File: src/rtl/fetch_pkg.sv
// fetch_pkg -- shared types and constants for the instruction-fetch stage.
//   ILEN             : instruction / address width.
//   DEFAULT_RESET_PC : default program-counter value after reset.
//   NOP              : canonical RISC-V no-op (addi x0, x0, 0).
//   fetch_entry_t    : one fetched word tagged with the PC it came from.
package fetch_pkg;

  localparam int unsigned ILEN = 32;

  localparam logic [ILEN-1:0] DEFAULT_RESET_PC = 32'h0000_0000;
  localparam logic [ILEN-1:0] NOP              = 32'h0000_0013;

  typedef struct packed {
    logic [ILEN-1:0] pc;
    logic [ILEN-1:0] inst;
  } fetch_entry_t;

endpackage

File: src/rtl/fetch_queue.sv
// fetch_queue -- small circular FIFO of fetched {pc, inst} entries.
//   clk, rst_n : clock, asynchronous active-low reset.
//   push       : write push_data this cycle (ignored when full with no pop).
//   push_data  : entry to write.
//   pop        : consume the head this cycle (ignored when empty).
//   flush      : drop every entry; wins over push and pop.
//   valid      : queue holds at least one entry.
//   head       : oldest entry; while empty it keeps showing the last head.
//   count      : occupancy, 0..DEPTH.
// DEPTH must be a power of two (pointers wrap by overflow) and at least 2.
module fetch_queue
  import fetch_pkg::*;
#(
  parameter int unsigned DEPTH = 2
) (
  input  logic                         clk,
  input  logic                         rst_n,
  input  logic                         push,
  input  fetch_entry_t                 push_data,
  input  logic                         pop,
  input  logic                         flush,
  output logic                         valid,
  output fetch_entry_t                 head,
  output logic [$clog2(DEPTH+1)-1:0]   count
);

  localparam int unsigned PW = $clog2(DEPTH);
  localparam int unsigned CW = $clog2(DEPTH + 1);

  fetch_entry_t   mem [DEPTH];
  fetch_entry_t   hold_q;
  logic [PW-1:0]  wr_ptr;
  logic [PW-1:0]  rd_ptr;
  logic           full;
  logic           do_push;
  logic           do_pop;

  assign full    = (count == CW'(DEPTH));
  assign valid   = (count != '0);
  assign do_pop  = pop & valid;
  // A full queue still accepts a write when the head leaves in the same cycle.
  assign do_push = push & (~full | do_pop);

  // NOTE: storage has no reset -- occupancy is tracked by count, so stale
  // contents are never observed and the array maps onto plain flops/RAM.
  always_ff @(posedge clk) begin
    if (do_push && !flush) begin
      mem[wr_ptr] <= push_data;
    end
  end

  // NOTE: all sequential state uses non-blocking assignments so every flop
  // samples pre-edge values regardless of statement order.
  always_ff @(posedge clk or negedge rst_n) begin
    if (!rst_n) begin
      wr_ptr <= '0;
      rd_ptr <= '0;
      count  <= '0;
    end else if (flush) begin
      wr_ptr <= '0;
      rd_ptr <= '0;
      count  <= '0;
    end else begin
      if (do_push) wr_ptr <= wr_ptr + PW'(1);
      if (do_pop)  rd_ptr <= rd_ptr + PW'(1);
      unique case ({do_push, do_pop})
        2'b10:   count <= count + CW'(1);
        2'b01:   count <= count - CW'(1);
        default: ;
      endcase
    end
  end

  // Remember whatever head was last presented so the outputs stay put once
  // the queue drains or is flushed.
  always_ff @(posedge clk or negedge rst_n) begin
    if (!rst_n) begin
      hold_q <= '0;
    end else if (valid) begin
      hold_q <= mem[rd_ptr];
    end
  end

  assign head = valid ? mem[rd_ptr] : hold_q;

endmodule

File: src/rtl/fetch_unit.sv
// fetch_unit -- instruction-fetch stage: owns the PC, drives the
// combinational instruction memory and queues {pc, inst} for decode.
//   clk, rst_n      : clock, asynchronous active-low reset.
//   ce, addr        : instruction-memory enable and byte address (addr == pc).
//   inst            : word returned by memory in the same cycle.
//   redirect_valid  : execute requests a PC change; flushes the queue.
//   redirect_pc     : redirect target.
//   id_valid/ready  : handshake to decode; id_inst/id_pc carry the head.
//   fetch_exc(_pc)  : sticky misaligned-target flag and offending target,
//                     present only when FETCH_MISALIGN_TRAP_EN is defined.
// Optional feature macro: FETCH_MISALIGN_TRAP_EN.
module fetch_unit
  import fetch_pkg::*;
#(
  parameter logic [ILEN-1:0] RESET_PC = DEFAULT_RESET_PC,
  parameter int unsigned     DEPTH    = 2
) (
  input  logic            clk,
  input  logic            rst_n,
  output logic            ce,
  output logic [ILEN-1:0] addr,
  input  logic [ILEN-1:0] inst,
  input  logic            redirect_valid,
  input  logic [ILEN-1:0] redirect_pc,
  output logic            id_valid,
  input  logic            id_ready,
  output logic [ILEN-1:0] id_inst,
  output logic [ILEN-1:0] id_pc
`ifdef FETCH_MISALIGN_TRAP_EN
  ,
  output logic            fetch_exc,
  output logic [ILEN-1:0] fetch_exc_pc
`endif
);

  localparam int unsigned CW = $clog2(DEPTH + 1);

  logic [ILEN-1:0] pc;
  logic            run;
  logic [CW-1:0]   count;
  logic            q_valid;
  fetch_entry_t    q_head;
  fetch_entry_t    push_entry;
  logic            pop;
  logic            stall;
  logic [ILEN-1:0] redirect_target;

  assign pop = q_valid & id_ready;

`ifdef FETCH_MISALIGN_TRAP_EN
  assign redirect_target = redirect_pc;
  assign stall           = fetch_exc;
`else
  // Low bits are dropped, so a misaligned target silently rounds down.
  assign redirect_target = redirect_pc & ~32'h0000_0003;
  assign stall           = 1'b0;
`endif

  // A same-cycle pop frees a slot, so a full queue keeps streaming.
  assign ce = run & ~redirect_valid & ~stall & ((count < CW'(DEPTH)) | pop);

  assign addr       = pc;
  assign push_entry = '{pc: pc, inst: inst};

  always_ff @(posedge clk or negedge rst_n) begin
    if (!rst_n) begin
      pc  <= RESET_PC;
      run <= 1'b0;
    end else begin
      run <= 1'b1;
      if (redirect_valid) begin
        pc <= redirect_target;
      end else if (ce) begin
        pc <= pc + 32'd4;
      end
    end
  end

`ifdef FETCH_MISALIGN_TRAP_EN
  // Sticky until a redirect to an aligned target; the offending target is
  // kept for the trap handler.
  always_ff @(posedge clk or negedge rst_n) begin
    if (!rst_n) begin
      fetch_exc    <= 1'b0;
      fetch_exc_pc <= '0;
    end else if (redirect_valid) begin
      fetch_exc <= (redirect_pc[1:0] != 2'b00);
      if (redirect_pc[1:0] != 2'b00) begin
        fetch_exc_pc <= redirect_pc;
      end
    end
  end
`endif

  // A redirect discards any same-cycle pop: the whole queue is wrong-path.
  fetch_queue #(
    .DEPTH (DEPTH)
  ) u_queue (
    .clk       (clk),
    .rst_n     (rst_n),
    .push      (ce),
    .push_data (push_entry),
    .pop       (pop & ~redirect_valid),
    .flush     (redirect_valid),
    .valid     (q_valid),
    .head      (q_head),
    .count     (count)
  );

  assign id_valid = q_valid;
  assign id_pc    = q_head.pc;
  assign id_inst  = q_head.inst;

endmodule

File: config.mk
export PLATFORM = sky130hd
export DESIGN_NAME = fetch_unit
export DESIGN_NICKNAME = d
export VERILOG_FILES = /design/src/rtl/fetch_pkg.sv /design/src/rtl/fetch_queue.sv /design/src/rtl/fetch_unit.sv
export SDC_FILE = /design/constraint.sdc
export NUM_CORES = 1
export LEC_CHECK = 0
export ABC_CLOCK_PERIOD_IN_PS = 7000
export BUFFER_PORTS_ARGS = -buffer_cell sky130_fd_sc_hd__buf_4
export CAP_MARGIN = 20
export CORE_UTILIZATION = 37
export CTS_BUF_LIST = sky130_fd_sc_hd__clkbuf_16
export CTS_CLUSTER_SIZE = 8
export DETAILED_ROUTE_END_ITERATION = 12
export PLACE_DENSITY_LB_ADDON = 0.3
export SKIP_LAST_GASP = 1
export SLEW_MARGIN = 20
export SYNTH_ARGS = -nofsm -noshare
export SYNTH_HDL_FRONTEND = slang
export SYNTH_SLANG_ARGS = --single-unit
File: constraint.sdc
create_clock -name clk -period 7 [get_ports clk]
set_clock_uncertainty 0.2 [all_clocks]
set_input_delay 0 -clock clk [delete_from_list [all_inputs] [get_ports clk]]
set_output_delay 0 -clock clk [all_outputs]
set_load 0.005 [all_outputs]
Yosys cells after proc, flatten, opt, wreduce, memory -nomap -nowiden

Memory sizes are Yosys's and may differ from the RTL's.
Index checks and enable logic that the tools add are counted.

Register bits: 101
Bits in writable memories: 128
Input bits: 68
Word-level logic and storage cells: 45
Memories: 1

Memories:

| memory      | words | width | rd ports | clocked after Yosys merged registers in | wr ports | line              | text |
|---|---|---|---|---|---|---|---|
| u_queue.mem | 2     | 64    | 1        | 0                                       | 1        | fetch_queue.sv:30 | `fetch_entry_t mem [DEPTH];` |

Add/subtract/negate cells: 5
Magnitude comparators: 1
Equal/unequal tests: 3
Mux-type cells: 11
Bitwise gates (word level): 10
Reductions and logical operators: 7

Operators by type and width:

| cell                                               | number |
|---|---|
| 2-to-1 mux 32 bit                                  | 2 |
| 2-to-1 mux 64 bit                                  | 1 |
| adder 32 x 3 -> 32 bit (second input constant)     | 1 |
| nonzero test 2 bit                                 | 4 |
| AND 1 bit                                          | 6 |
| 2-to-1 mux 1 bit                                   | 6 |
| == test 2 bit (second input constant)              | 2 |
| case mux 2 bit (2 select lines)                    | 1 |
| nonzero test 3 bit                                 | 1 |
| adder 1 bit (second input constant)                | 2 |
| adder 2 x 1 -> 2 bit (second input constant)       | 1 |
| == test 2 x 1 -> 1 bit (second input constant)     | 1 |
| less-than comparator 2 bit (second input constant) | 1 |
| 2-to-1 mux 2 bit                                   | 1 |
| NOT 1 bit                                          | 2 |
| OR 1 bit                                           | 2 |
| subtractor 2 x 1 -> 2 bit (second input constant)  | 1 |
| logical AND 1 bit                                  | 1 |
| logical NOT 1 bit                                  | 1 |

Logic depth before layout (Yosys ltp)

Word-level depth: 9
Depth in mapped cells: 6
Mapped depth without buffers: 5

By module

Synthesis repeated with hierarchy kept, for this count alone.

Cell total of the unflattened synthesis: 632
Area total of the unflattened synthesis: 9,549.2 µm²

By module, submodules not included:

| module      | instances | cells an instance | area an instance (µm²) | sequential area each (µm²) |
|---|---|---|---|---|
| fetch_queue | 1         | 431               | 7,677.4                | 5,545.3 |
| fetch_unit  | 1         | 201               | 1,871.8                | 775.7 |

Least setup slack after synthesis

Ideal clock, no wire load.

Path type: register to register
Start: register u_queue.count[1]
End: memory u_queue.mem[0][0] (netlist bit) (enable)
Setup time: 559 ps
Arrival time: 5,124 ps
Required time: 6,241 ps
Slack: 1,118 ps
Stages on the path, launching flop included: 5
Path buffers: 1
Clock period less this slack: 5,882 ps
Path through: dfrtp_1 nand2b_1 buf_4 nand2_1 nor3_1

Word-level cells in the longest chain between the ends: 9
Elaborated cells on any way between the ends: 14
Classes of those cells: order compare (1); eq/ne (1); mux (2); bitwise (8); reduce/logical (2)

RTL lines:

| element                                  | line              | text |
|---|---|---|
| from (decl)                              | fetch_queue.sv:24 | `output logic [$clog2(DEPTH+1)-1:0] count` |
| from (signal assigned)                   | fetch_queue.sv:67 | `2'b10: count <= count + CW'(1);` |
| from (signal assigned)                   | fetch_queue.sv:68 | `2'b01: count <= count - CW'(1);` |
| nonzero test 2 bit                       | fetch_queue.sv:39 | `assign valid = (count != '0);` |
| AND 1 bit                                | fetch_unit.sv:48  | `assign pop = q_valid & id_ready;` |
| AND 1 bit                                | fetch_unit.sv:103 | `.pop (pop & ~redirect_valid),` |
| AND 1 bit                                | fetch_queue.sv:40 | `assign do_pop = pop & valid;` |
| OR 1 bit                                 | fetch_queue.sv:42 | `assign do_push = push & (~full \| do_pop);` |
| AND 1 bit *                              | fetch_queue.sv:42 |  |
| logical AND 1 bit *                      | fetch_queue.sv:47 | `if (do_push && !flush) begin` |
| 2-to-1 mux 1 bit *                       | fetch_queue.sv:47 |  |
| 2-to-1 mux 1 bit (not written as such) * | fetch_queue.sv:48 | `mem[wr_ptr] <= push_data;` |
| to (decl)                                | fetch_queue.sv:30 |  |

Every way passes the cells marked *; elsewhere a longest branch is shown, timed or not.

Worst setup path after layout

Start: register u_queue.rd_ptr
End: output port id_pc[20]

Word-level cells in the longest chain between the ends: 2

RTL lines:

| element                | line              | text |
|---|---|---|
| from (decl)            | fetch_queue.sv:33 | `logic [PW-1:0] rd_ptr;` |
| from (signal assigned) | fetch_queue.sv:65 | `if (do_pop) rd_ptr <= rd_ptr + PW'(1);` |
| memory (2 x 64 bit)    | n/a               |  |
| 2-to-1 mux 64 bit      | fetch_queue.sv:84 | `assign head = valid ? mem[rd_ptr] : hold_q;` |
| to (decl)              | fetch_unit.sv:28  | `output logic [ILEN-1:0] id_pc` |

No other way between the ends.

==> summary.md <==
| Metric | Value |
|---|---|
| Post-layout min period | 2.85 ns |
| Critical Path Sink Type | primary output |
| Vias/cell | 4.79 |
| Max cap viols | 0 |
| Largest net degree at the start of global routing | ~120 |
| Starting density of the core | 38.1% |
| Clock-pin slew on the worst setup and hold paths | 0.05 ns |
| Post-synth top area share | 42.8% |
| CP Data Arrival Time | around 2.7 ns |
| Placer Congestion | 0.795 |
| Vias in the first global route | 6083 |
| Crit Path Class | reg -> out |
| Post-Syn Instances | 639 |
| Synth area leaders | edfxtp_1 (43%), dfrtp_1 (28%), mux2i_1 (7.3%), o21ai_0 (4.4%), nand2_1 (3.8%) |
| Pwr Total | 0.00346 W |
| Total grt overflow | 0 |
| TritonCTS Buffers | 31 |
| Setup TNS Final | 0 ns |
| Synthesized area | 8690 um2 |
| Setup violators final | 0 |
| Simple-gate portion of the synthesized area | roughly a tenth |
| Post-layout net count | 997 |
| Routed wl met2 | 9.62 mm |
| Row Count | 55 |
| Most common cell after layout, fill and taps aside | buf_4 |
| Starting DRT DRC Count | around 270 |
| Adder-cell share of the synthesized area | 0.144% |
| Clock root buffer | clkbuf_16 |
| Most area-hungry cell type in the Yosys netlist | edfxtp_1 |
| Post-synth EDFFs | ~120 |
| Diodes inserted | 0 |
| Clock Sinks | 223 |
| Clock Tree Buf Depth | 3 |
| Mapped Avg Cell Area | 13.6 um2 |
| DRC Markers | 0 |
| WL/cell | 16.2 um |
| Max VDD drop | 132 uV |
| Unique cell type count in the Yosys netlist | 39 |
| Commonest non-fill, non-tap cells in the layout | buf_4 (164), dlygate4sd3_1 (126), edfxtp_1 (124), dfrtp_1 (98), nand2_1 (89) |
| Post-route cell area | 12300 um2 |
| Static Leak | a little under 5 nW |
| Final Cycle Share | 40.6% |
| Die ar. | 24100 um2 |
| PostCTS Resize Cnt | 0 |
| CP max FO | 43 |
| Core area | between 20000 and 25000 um2 |
| Antenna-violating nets left | 0 |
| CTS tree | yes |
| Dpl cell area | ~10000 um2 |
| Outcome | finished, final reports clean |
| RSZ-0062 raised after global routing | false |
| Synth warn | 0 |
| Max-slew headroom | 31.6% |
| Port-buffer cells | 161 |
| Initial antenna violation count | 0 |
| First-pass GRT wire length | 32.5 mm |
| Total Wirelength | 20.5 mm |
| Fraction of layout cells with a size suffix above 1 | roughly 22% |
| Hold Crit Class | in -> reg |
| Post-synthesis mux area share | 7.25% |
| Clock Latency Late Sink | 0.53 ns |
| Synth Area in Compound Gates | 7.60% |
| Max incr delay on CP | 0.72 ns |
| # hold bufs at CTS | 127 |
| Final WS setup | approximately 4.2 ns |
| M1 WL | between 9 and 10 mm |
| Cell Chain, Critical Path | buf_4 > mux2i_1 > o21ai_0 > buf_4 |
| Req. time, crit path | 6.80 ns |
| Post-CTS setup buffer count | 0 |
| Final Max Slew Viols | 0 |
| Seq/Total Area, Yosys | 71.3% |
| R2r setup slk | a little over 4 ns |
| Async set-reset flop share out of synthesis | 44.4% |
| Via Count | 6065 |
| First drt pass iteration count | 4 |
| Final hold vios | 0 |
| F_max | 351 MHz |
| Area grow syn2layout | 41.8% |
| Power Density | ~280 nW/um2 |
| IO Count | 166 |
| Slowest-stage cell, CP | buf_4 |
| DR WL met3 | 1.16 mm |
| Max layer used | met4 |
| H-tree depth | 1 |
| Die W | 155 um |
| Synth Area in XOR/XNOR | about 1.0% |
| Register bit total from synthesis | 223 |
| Top cell by count, worst path | buf_4 |
| Main combinational cell family by area after synthesis | simple AND/OR/NAND/NOR gates |
| Worst-margin pin slew | 1.02 ns |
| Most used DFF post-synth | edfxtp_1 |
| Die Y | between 150 and 200 um |
| Startpoint types | flop |
| DP HPWL | 11.7 mm |
| Pre-CTS setup slack | about 4.2 ns |
| # fillers | 1945 |
| Gr usage total | 17.2% |
[flip-flops by register name, summed over array words and instances (netlist names)]
register and flops:
u_queue.count 2, u_queue.hold_q 64, u_queue.mem 124, u_queue.rd_ptr 1
addr 30, run 1, u_queue.wr_ptr 1
[worst max-delay path, delay by kind of cell (launching register included)]
kind	cells	cell delay, ns
muxes	1	0.16
buffers and inverters	2	0.90
AOI/OAI and AO/OA	1	0.33
DFF	1	0.68
[final timing paths]
check                              startpoint                 end  cells past startpoint
max                            u_queue.rd_ptr           id_pc[20]                      4
min                                  inst[16]  u_queue.mem[0][16]                      2
max reg2reg                  u_queue.count[1]  u_queue.mem[1][54]                      4
min reg2reg                u_queue.hold_q[33]  u_queue.hold_q[33]                      1
max in group asynchronous               rst_n      u_queue.rd_ptr                      4
min in group asynchronous               rst_n   u_queue.hold_q[7]                      4
[power breakdown]
group | switching [W] | internal (W) | total (W)
clock | 0.000515 | 0.000784 | 0.00130
sequential | 0.0000745 | 0.00154 | 0.00162
combinational | 0.000258 | 0.000284 | 0.000542
[cells by family (layout without fill, tap and decap cells)]
| group | count (synthesis) | in the layout |
|---|---|---|
| multiplexers | 63 | 63 |
| flip-flops | 223 | 223 |
| AND/OR/NAND/NOR | 183 | 183 |
| XOR/XNOR | 10 | 10 |
| adder cells (fa/ha/maj) | 1 | 1 |
| AO/OA/AOI/OAI | 115 | 115 |
| buffers and inverters | 42 | 354 |
| other | 2 | 3 |
[metrics by stage]
stage / util, % / hold WS [ns] / instances
floorplan: - / -0.496 / 640
global placement: 44.5 / -0.220 / 1081
detailed placement: 44.5 / -0.218 / 1081
CTS: 54.0 / 0.00576 / 1265
global route: 54.0 / 0.00940 / 1265
finish: 54.0 / 0.0419 / 1265
[synth_stat cells (all sizes together) (11+ instances only)]
master  count
edfxtp    124
dfrtp      99
nand2      89
o21ai      76
mux2i      63
clkbuf     23
nor2       23
a31oi      16
buf        14
nand3      14
nand4      13
or4        12
o31ai      11
[metal layers]
| layer | vias to the layer above | track usage [%] |
|---|---|---|
| met1 | 2939 | 23.1 |
| met3 | 24 | 3.59 |
| met2 | 169 | 28.5 |
| li1 | 2933 | - |
| met5 | - | 0 |
| met4 | 0 | 4.25 |
[final cells by class]
type / count / area, um2 / share of cell area, %
sequential: 223 / 6200 / 50.3
timing repair buffer: 292 / 2520 / 20.5
multi-input combinational: 375 / 2320 / 18.8
clock buffer: 31 / 776 / 6.29
tap: 313 / 392 / 3.18
clock inverter: 26 / 97.6 / 0.791
inverter: 5 / 18.8 / 0.152
(Power assumes the default switching activity.)
